===== src/rtl/hwpe_stream_fifo_ctrl_lvl.sv =====
// Pointer/level controller for a FIFO whose storage lives elsewhere: it produces
// write/read strobes and addresses, the occupancy, threshold flags and sticky error bits.
module hwpe_stream_fifo_ctrl_lvl #(
  parameter int unsigned FIFO_DEPTH      = 8,
  parameter int unsigned ALMOST_FULL_TH  = FIFO_DEPTH - 1,
  parameter int unsigned ALMOST_EMPTY_TH = 1,
  localparam int unsigned AW = (FIFO_DEPTH == 1) ? 1 : $clog2(FIFO_DEPTH),
  localparam int unsigned LW = $clog2(FIFO_DEPTH + 1)
) (
  input  logic          clk_i,
  input  logic          rst_ni,
  input  logic          clear_i,
  input  logic          push_valid_i,
  output logic          push_ready_o,
  output logic          pop_valid_o,
  input  logic          pop_ready_i,
  output logic          push_en_o,
  output logic          pop_en_o,
  output logic [AW-1:0] push_ptr_o,
  output logic [AW-1:0] pop_ptr_o,
  output logic [LW-1:0] level_o,
  output logic          empty_o,
  output logic          full_o,
  output logic          almost_full_o,
  output logic          almost_empty_o,
  output logic          overflow_o,
  output logic          underflow_o
);

  localparam logic [LW-1:0] DEPTH_L = LW'(FIFO_DEPTH);
  localparam logic [LW-1:0] AF_TH_L = LW'(ALMOST_FULL_TH);
  localparam logic [LW-1:0] AE_TH_L = LW'(ALMOST_EMPTY_TH);
  localparam logic [AW-1:0] LAST_L  = AW'(FIFO_DEPTH - 1);

  logic [AW-1:0] push_ptr_q, pop_ptr_q;
  logic [LW-1:0] level_q, level_d;
  logic          overflow_q, underflow_q;

  // Handshakes: a transfer happens on a side in any cycle where its valid and
  // ready are both high. ready/valid are derived only from the registered level,
  // so neither side's handshake input feeds the other side's flag.
  assign full_o       = (level_q == DEPTH_L);
  assign empty_o      = (level_q == '0);
  assign push_ready_o = ~full_o;
  assign pop_valid_o  = ~empty_o;
  assign push_en_o    = push_valid_i & push_ready_o;
  assign pop_en_o     = pop_valid_o & pop_ready_i;

  assign push_ptr_o     = push_ptr_q;
  assign pop_ptr_o      = pop_ptr_q;
  assign level_o        = level_q;
  assign almost_full_o  = (level_q >= AF_TH_L);
  assign almost_empty_o = (level_q <= AE_TH_L);
  assign overflow_o     = overflow_q;
  assign underflow_o    = underflow_q;

  // Explicit wrap so non-power-of-2 depths index storage correctly.
  function automatic logic [AW-1:0] ptr_inc(input logic [AW-1:0] p);
    if (p == LAST_L) return '0;
    else             return p + AW'(1);
  endfunction

  always_comb begin
    level_d = level_q;
    if (push_en_o && !pop_en_o)      level_d = level_q + LW'(1);
    else if (pop_en_o && !push_en_o) level_d = level_q - LW'(1);
  end

  always_ff @(posedge clk_i or negedge rst_ni) begin
    if (!rst_ni) begin
      push_ptr_q  <= '0;
      pop_ptr_q   <= '0;
      level_q     <= '0;
      overflow_q  <= 1'b0;
      underflow_q <= 1'b0;
    end else if (clear_i) begin
      push_ptr_q  <= '0;
      pop_ptr_q   <= '0;
      level_q     <= '0;
      overflow_q  <= 1'b0;
      underflow_q <= 1'b0;
    end else begin
      if (push_en_o) push_ptr_q <= ptr_inc(push_ptr_q);
      if (pop_en_o)  pop_ptr_q  <= ptr_inc(pop_ptr_q);
      level_q <= level_d;
      // A push while full is only an error if no pop is freeing a slot this cycle.
      if (push_valid_i && full_o && !pop_ready_i) overflow_q  <= 1'b1;
      if (pop_ready_i && empty_o)                 underflow_q <= 1'b1;
    end
  end

endmodule


===== config.mk =====
export PLATFORM = sky130hd
export DESIGN_NAME = hwpe_stream_fifo_ctrl_lvl
export DESIGN_NICKNAME = d
export VERILOG_FILES = /design/src/rtl/hwpe_stream_fifo_ctrl_lvl.sv
export SDC_FILE = /design/constraint.sdc
export NUM_CORES = 1
export LEC_CHECK = 0
export ABC_AREA = 0
export ABC_CLOCK_PERIOD_IN_PS = 2500
export BUFFER_PORTS_ARGS = -buffer_cell sky130_fd_sc_hd__buf_2
export CELL_PAD_IN_SITES_DETAIL_PLACEMENT = 0
export CELL_PAD_IN_SITES_GLOBAL_PLACEMENT = 1
export CORE_MARGIN = 4
export CORE_UTILIZATION = 36
export DETAILED_ROUTE_END_ITERATION = 10
export GPL_TIMING_DRIVEN = 0
export HOLD_SLACK_MARGIN = 0.15
export PLACE_DENSITY_LB_ADDON = 0.1
export SYNTH_ARGS = -nofsm -noshare
export SYNTH_HDL_FRONTEND = slang
export SYNTH_SLANG_ARGS = --single-unit

===== constraint.sdc =====
create_clock -name clk_i -period 2.5 [get_ports clk_i]
set_input_delay 0.125 -clock clk_i [delete_from_list [all_inputs] [get_ports clk_i]]
set_output_delay 0.125 -clock clk_i [all_outputs]
set_load 0.005 [all_outputs]

# --- Yosys cells after proc, flatten, opt, wreduce, memory -nomap -nowiden ---
# Index checks and enable logic that the tools add are counted.
word_totals:
  out_inout_bits: 20
  word_cells: 45
  ff_bits: 12
op_classes:
  add_sub_neg: 4
  n_eq_ne: 3
  reduce_logical: 14
  n_lt_le_gt_ge: 2
  n_bitwise: 4
  n_mux: 13
op_table:
  columns: ["operator", "count"]
  rows:
  - ["$mux 3", 6]
  - ["$mux 4", 3]
  - ["$reduce_bool 2->1", 4]
  - ["$add 3x1->3 const B", 2]
  - ["$eq 3x3->1 const B", 2]
  - ["$logic_and 1x1->1", 5]
  - ["$add 4x1->4 const B", 1]
  - ["$eq 4x4->1 const B", 1]
  - ["$ge 4x3->1 const B", 1]
  - ["$le 4x1->1 const B", 1]
  - ["$logic_not 4->1", 1]
  - ["$mux 1", 4]
  - ["$sub 4x1->4 const B", 1]
  - ["$logic_not 1->1", 3]
  - ["$reduce_bool 3->1", 1]
  - ["$and 1x1->1", 2]
  - ["$not 1->1", 2]

# --- Logic depth before layout (Yosys ltp) ---
# Gate-level depths: netlist of run 1.
depth:
  depth_word: 8
  mapped_depth: 7
  mapped_depth_nobuf: 7

# --- Worst setup path before layout of run 1 ---
# Ideal clock, no wire load.
synth_timing:
  path_kind: "reg2reg"
  startpoint: "register level_q[1], in the netlist level_o[1]"
  endpoint: "register level_q[2], in the netlist level_o[2]"
  path_stages_with_launch: 8
  setup_slack_ns: 0.643
  setup_ns: 0.125
  arrival_time_ns: 1.732
  path_cell_list: "dfrtp_1 > inv_1 > ha_1 > or3b_4 > clkinv_4 > a211oi_2 > a31oi_4 > mux2_4"
synth_between:
  elab_chain_cells: 7
  elab_cells_between_ends: 16
  classes_between: "add/sub: 2; eq/ne: 1; mux: 3; bitwise: 4; reduce/logical: 6"
synth_lines:
  columns: ["item", "line_no", "rtl"]
  rows:
  - ["start: declaration", "36", "logic [LW-1:0] level_q, level_d;"]
  - ["start signal: assignment", "85", "level_q <= level_d;"]
  - ["$logic_not 4->1 *", "43", "assign empty_o = (level_q == '0);"]
  - ["$not 1->1 *", "45", "assign pop_valid_o = ~empty_o;"]
  - ["named net pop_valid_o", "15", "output logic pop_valid_o,"]
  - ["$and 1x1->1 *", "47", "assign pop_en_o = pop_valid_o & pop_ready_i;"]
  - ["$logic_not 1->1", "65", "if (push_en_o && !pop_en_o) level_d = level_q + LW'(1);"]
  - ["$logic_and 1x1->1", "65", null]
  - ["$mux 4", "65", null]
  - ["$mux 4", "76", "end else if (clear_i) begin"]
# The timed path passes the listed nets; every way through them passes the cells marked *. The select of a mux whose other input is x is not followed.
# A chain may end at the register's enable or synchronous reset.

# --- Worst setup path after layout of run 1 ---
layout_timing:
  startpoint: "register level_q[1], in the netlist level_o[1]"
  endpoint: "output pop_en_o"
layout_between:
  elab_chain_cells: 3
layout_lines:
  columns: ["item", "line_no", "rtl"]
  rows:
  - ["$logic_not 4->1", "43", null]
  - ["$not 1->1", "45", null]
  - ["$and 1x1->1", "47", null]
  - ["end: declaration", "18", "output logic pop_en_o,"]
# Every way passes these cells.

==> results.py, run 1 <==
metrics = {
    "clocking": {
        "postCtsSetupBuffers": 0,
        "cts_buffer_depth": 2,
        "cts_root_buf": "clkbuf_4",
        "numCtsBuffers": 3,
        "cts_tree": "yes",
        "htreeDepth": 1,
        "cts_sinks": 12,
        "path_clk_slew_ns": 0.08,
        "insertion_delay_ns": 0.27,
    },
    "timing": {
        "finalSetupViolCount": 0,
        "setup_ws_ns": 0.4959,
        "hold_viol": 0,
        "rsz0062_at_grt": "false",
        "max_slew_margin": 0.6709,
        "fmax_ghz": 0.4990,
        "post-route-min-period_ns": 2.004,
        "worstMarginPinSlew_ns": 0.4937,
        "final.period_utilization": 0.8016,
        "skew_ns": 0.007577,
        "final.setup.tns_ns": 0,
        "maxSlewViolCount": 0,
    },
    "global_route": {
        "grt_pass1_vias": 602,
        "grt_max_degree": 13,
        "antenna_found_initial": 0,
        "grt-ovfl-total": 0,
        "grt_first_pass_wirelength_mm": 2.780,
        "grtUsageTotal": 0.1314,
    },
    "die": {
        "num_rows": 16,
        "ios": 25,
        "die_w_um": 54.27,
        "fp.dieH_um": 54.27,
        "start_util": 0.3850,
        "core_sq_um": 2002,
        "dieArea_sq_um": 2945,
    },
    "layout": {
        "drive_above_1_share": 0.4000,
        "final_cell_mix": "buf_2, dfrtp_1, nand2_1",
        "instances_no_fill": 132,
        "layout.cells.most_common": "buf_2",
        "post-route-util": 0.4900,
        "final_net_count": 118,
        "diodes": 0,
        "syn_to_final_growth_pct": 27.27,
    },
    "synthesis": {
        "yosysUniqueCellTypes": 27,
        "yosys_warnings": 0,
        "ys_async_sr_fraction": 1.000,
        "synth_top_area_share": 0.3896,
        "ys.flop_type": "dfrtp_1",
        "synth_area_leaders": "dfrtp_1, ha_1, a21oi_1, nand2_1, mux2_4",
        "syn_area_per_cell_sq_um": 10.28,
        "yosysSeqAreaShare": 0.3896,
        "yosys.area.top_type": "dfrtp_1",
        "synth_area_sq_um": 770.7,
        "synth_edf_count": 0,
        "ys_ff_latch": 12,
        "syn-num-nets": 87,
        "synthCells": 75,
    },
    "detailed_routing": {
        "dr.pass1.iters": 4,
        "drt_iter0_markers": 5,
        "drc_errors": 0,
        "wire_per_inst_um": 12.11,
        "wirelength_mm": 1.598,
        "num_vias": 653,
        "postRouteAntennaNets": 0,
        "viasPerCell": 4.947,
    },
    "place": {
        "portBuffers": 24,
        "post-place-ws_ns": 0.5403,
        "gp_congestion": 0.7461,
        "dp.cells": 126,
        "dp_hpwl_mm": 1.250,
    },
    "flow_run": {
        "maxCapViolCount": 0,
    },
    "setup_path": {
        "crit_start": "level_o[1]$_DFFE_PN0P_",
        "endpoint_kind": "output port",
        "r2r_start": "level_o[1]$_DFFE_PN0P_",
        "r2r_cells": 7,
        "rrSetupSlack_ns": 0.54,
        "crit_end": "pop_en_o",
        "r2r_end": "level_o[2]$_DFFE_PN0P_",
        "cp.arrival_ns": 1.88,
        "crit_path_max_fanout": 6,
        "worstSetupPathType": "register to output port",
        "crit_path_start_kind": "register",
        "worstPathRequired_ns": 2.38,
    },
    "min_path": {
        "hold_path.class": "primary input to register",
    },
    "pwr": {
        "powerDensity_nw_per_um2": 949.2,
        "ir_worst_vdd_mv": 0.4809,
        "leakage_nw": 0.5318,
        "totalPowerFinal_w": 0.0009311,
    },
    "run_status": {
        "status": "finished clean",
    },
}
[layer usage]
metal,vias to the layer above,GRT usage,wire length [um]
met1,307,0.1740,782
met2,14,0.2052,720
met3,2,0.03270,85
li1,330,-,-
met5,-,0,0
met4,0,0.04979,10
[kinds of logic after synthesis]
kind of cell / synth area share
AND/OR/NAND/NOR: 0.2192
AO/OA/AOI/OAI: 0.1575
flip-flops: 0.3896
buffers and inverters: 0.05194
adder cells (fa/ha/maj): 0.1136
multiplexers: 0.03896
XOR/XNOR: 0.02922
[critical path, cell delays in order, from the launching register on]
cell	delay, ns
dfrtp_1	0.43
inv_1	0.13
ha_1	0.27
or3b_4	0.45
nand2_4	0.13
inv_2	0.07
buf_2	0.13
[flip-flops by register name (all words and copies together) (netlist names)]
| name | flops |
|---|---|
| level_o | 4 |
| overflow_o | 1 |
| pop_ptr_o | 3 |
| push_ptr_o | 3 |
| underflow_o | 1 |
[cells in the mapped netlist, drive strengths merged (2+ instances only)]
library cell / number
or3: 2
nor3: 3
a21oi: 8
nand2: 12
clkinv: 2
dfrtp: 12
nand3b: 2
a211oi: 4
nor2: 6
mux2: 2
inv: 5
ha: 7
a31oi: 2
[layout make-up]
| cell class | instances | area, sq um |
|---|---|---|
| plain buffers | 1 | 3.754 |
| clock buffers | 4 | 36.28 |
| fillers | 208 | 1021 |
| inverters | 7 | 36.28 |
| multi-input cells | 55 | 430.4 |
| flip-flops and latches | 12 | 300.3 |
| well taps | 27 | 33.78 |
| repair buffers | 26 | 140.1 |
[where the power goes]
part | switching (W) | internal (W) | leakage, nW
Sequential | 0.0000511 | 0.000235 | 0.162
Combinational | 0.000247 | 0.000244 | 0.348
Clock | 0.0000658 | 0.0000883 | 0.0210
Total | 0.000364 | 0.000567 | 0.532
[how the worst min path moves through the flow]
stage / startpoint / to / slack (ns) / cells past startpoint
floorplan: rst_ni / level_o[0]$_DFFE_PN0P_ / -0.17 / 0
global placement: rst_ni / level_o[3]$_DFFE_PN0P_ / 0.03 / 1
detailed placement: rst_ni / level_o[3]$_DFFE_PN0P_ / 0.03 / 1
CTS: pop_ready_i / underflow_o$_DFFE_PN0P_ / 0.19 / 3
global route: pop_ready_i / underflow_o$_DFFE_PN0P_ / 0.20 / 3
finish: pop_ready_i / underflow_o$_DFFE_PN0P_ / 0.20 / 3
[per-stage QoR]
stage / hold slack [ns] / area [sq um]
6_report: 0.1952 / 980.9
5_1_grt: 0.2029 / 980.9
4_1_cts: 0.1884 / 980.9
3_5_place_dp: 0.03124 / 924.6
3_3_place_gp: 0.02530 / 924.6
2_1_floorplan: -0.1706 / 770.7
[repair_timing]
item	4_1_cts	5_1_grt
resized for setup	0	0
hold buffers	2	0
endpoints found under the hold margin	13	0
No activity file was read; power rests on OpenSTA's default activity.
==> run 2, diff against run 1 <==
--- a/config.mk
+++ b/config.mk
@@ -6,12 +6,12 @@
 export NUM_CORES = 1
 export LEC_CHECK = 0
 export ABC_AREA = 0
-export ABC_CLOCK_PERIOD_IN_PS = 2500
+export ABC_CLOCK_PERIOD_IN_PS = 1700
 export BUFFER_PORTS_ARGS = -buffer_cell sky130_fd_sc_hd__buf_2
 export CELL_PAD_IN_SITES_DETAIL_PLACEMENT = 0
 export CELL_PAD_IN_SITES_GLOBAL_PLACEMENT = 1
 export CORE_MARGIN = 4
-export CORE_UTILIZATION = 36
+export CORE_UTILIZATION = 33
 export DETAILED_ROUTE_END_ITERATION = 10
 export GPL_TIMING_DRIVEN = 0
 export HOLD_SLACK_MARGIN = 0.15
==> constraint.sdc (replaced) <==
create_clock -name clk_i -period 1.7 [get_ports clk_i]
set_input_delay 0.085 -clock clk_i [delete_from_list [all_inputs] [get_ports clk_i]]
set_output_delay 0.085 -clock clk_i [all_outputs]
set_load 0.005 [all_outputs]
==> run 2 against run 1 <==
Against the previous run:
- the run now ends with negative setup slack left
- first-iteration DRC count is the same
- sequential share of layout area shrank 2.6 points
- final cell count grew 6.8%
- worst hold slack lost 0.025 ns
- clock-buffer cell count shrank 1
- flip-flop and latch count is the same
- utilization shrank 0.36 points
- clock skew shrank 0.0040 ns
- die area grew 7.7%
- critical endpoint is now level_o[2]$_DFFE_PN0P_
==> results.py, run 2 (synthesis gave the netlist of run 1 again) <==
metrics = {
    "global_route": {
        "grt_pass1_vias": 694,
        "grt_first_pass_wirelength_mm": 3.160,
        "grt_max_degree": 13,
        "antenna_found_initial": 0,
        "grt-ovfl-total": 0,
        "grtUsageTotal": 0.1261,
    },
    "timing": {
        "fmax_ghz": 0.5777,
        "setup_ws_ns": -0.03107,
        "final.setup.tns_ns": -0.04968,
        "maxSlewViolCount": 0,
        "max_slew_margin": 0.6430,
        "post-route-min-period_ns": 1.731,
        "rsz0062_at_grt": "true",
        "worstMarginPinSlew_ns": 0.5355,
        "final.period_utilization": 1.018,
        "finalSetupViolCount": 3,
        "hold_viol": 0,
        "skew_ns": 0.003554,
    },
    "place": {
        "dpl-instance-area_sq_um": 938.4,
        "portBuffers": 24,
        "dp_hpwl_mm": 1.283,
        "gp_congestion": 0.6913,
    },
    "clocking": {
        "htreeDepth": 1,
        "insertion_delay_ns": 0.27,
        "cts_tree": "yes",
        "cts_buffer_depth": 2,
        "numCtsBuffers": 3,
        "cts_root_buf": "clkbuf_4",
        "path_clk_slew_ns": 0.08,
        "cts_sinks": 12,
    },
    "setup_path": {
        "worstPathRequired_ns": 1.86,
        "r2r_cells": 7,
        "cp_slowest_cell": "dfrtp_2",
        "crit_family": "flip-flops",
        "crit_path_max_fanout": 3,
        "critical_path_depth": 7,
        "endpoint_kind": "register",
        "worstSetupPathType": "register to register",
        "path_buf_inv": 2,
        "r2r_start": "level_o[0]$_DFFE_PN0P_",
        "crit_path_cell_trace": "inv_2 -> ha_4 -> or3b_4 -> clkinv_4 -> a211oi_2 -> a31oi_4 -> mux2_4",
        "crit_path_start_kind": "register",
        "crit_start": "level_o[0]$_DFFE_PN0P_",
        "cp.arrival_ns": 1.89,
        "cpPeakStageDelay_ns": 0.43,
    },
    "layout": {
        "final_net_count": 127,
        "syn_to_final_growth_pct": 39.61,
        "final_cell_mix": "buf_2, dfrtp_1, nand2_1",
        "num-fill-cells": 246,
        "drive_above_1_share": 0.4956,
        "multi_input_area_sq_um": 451.7,
        "register_area_sq_um": 301.5,
        "diodes": 0,
        "largest_register_ffs": 4,
        "layout.cells.most_common": "buf_2",
        "design_area_sq_um": 1076,
    },
    "die": {
        "start_util": 0.3484,
        "dieArea_sq_um": 3173,
        "ios": 25,
        "core_sq_um": 2212,
        "die_w_um": 56.33,
        "num_rows": 17,
        "fp.dieH_um": 56.33,
    },
    "run_status": {
        "violations": "negative setup slack",
        "status": "finished, violations left",
    },
    "detailed_routing": {
        "wire_per_inst_um": 12.51,
        "dr.pass1.iters": 3,
        "num_vias": 686,
        "drt_iter0_markers": 5,
        "drc_errors": 0,
        "wirelength_mm": 1.764,
        "viasPerCell": 4.865,
        "postRouteAntennaNets": 0,
    },
    "pwr": {
        "leakage_nw": 0.5704,
        "p_int_w": 0.0009965,
        "swShare": 0.3814,
        "p_comb_frac": 0.636,
        "ir_worst_vdd_mv": 0.7762,
        "p_sw_w": 0.0006144,
        "clockPowerShare": 0.110,
        "pwr-share-seq": 0.255,
        "powerDensity_nw_per_um2": 1497,
    },
    "min_path": {
        "holdPathStages": 3,
        "hold_path.class": "primary input to register",
        "hold_path.startpoint": "pop_ready_i",
    },
    "flow_run": {
        "maxCapViolCount": 0,
    },
}
==> run 2: timing repair <==
action | in CTS | in global routing
setup endpoints to repair | 6 | 7
resized for setup | 3 | 4
setup buffers | 7 | 2
pin swaps | 2 | 2
hold endpoints to repair | 13 | 0
hold buffers | 2 | 0
==> run 2: metal layers <==
metal,routed length (um),up-vias,global-route usage
met5,0,-,0
met4,0,0,0.05085
met3,110,0,0.04138
met2,823,16,0.1937
met1,829,324,0.1624
li1,-,346,-
==> run 2: cell type report <==
type | count | share of cell area
clock buffer | 3 | 0.02093
buffer | 1 | 0.003488
multi-input combinational | 55 | 0.4198
inverter | 7 | 0.03837
timing repair buffer | 35 | 0.2047
sequential | 12 | 0.2802
tap | 28 | 0.03256
==> run 2: worst paths after layout <==
path                                      endpoint  slack [ns]
min in group asynchronous   level_o[1]$_DFFE_PN0P_        0.22
setup / recovery            level_o[2]$_DFFE_PN0P_       -0.03
max in group asynchronous   level_o[0]$_DFFE_PN0P_        1.24
setup reg to reg            level_o[2]$_DFFE_PN0P_       -0.03
hold / removal             underflow_o$_DFFE_PN0P_        0.17
hold reg to reg             overflow_o$_DFFE_PN0P_        0.50
==> run 2: stage by stage <==
step | hold slack (ns) | util | setup WS (ns) | instances | total power (W)
final | 0.1697 | 0.4864 | -0.03107 | 141 | 0.001611
after detailed placement | -0.01091 | 0.4242 | -0.1512 | 127 | 0.001211
after CTS | 0.1610 | 0.4717 | -0.03590 | 139 | 0.001543
after global routing | 0.1651 | 0.4864 | -0.09743 | 141 | 0.001763
after global placement | -0.01164 | 0.4242 | -0.1286 | 127 | 0.001202
after floorplan | -0.2106 | - | -0.06984 | 75 | 0.0009539
==> run 2: worst register-to-register path: stages, from the launching register on <==
cell and delay [ns]:
dfrtp_2 0.43, inv_2 0.08, ha_4 0.14, or3b_4 0.42
clkinv_4 0.06, a211oi_2 0.04, a31oi_4 0.16, mux2_4 0.31
==> run 2: power groups by stage <==
stage	clock (W)	combinational [W]	sequential, W
finish	0.000177	0.00102	0.000410
CTS	0.000187	0.000946	0.000410
global placement	0	0.000770	0.000432
global route	0.000199	0.00114	0.000422
floorplan	0	0.000529	0.000424
detailed placement	0	0.000777	0.000434
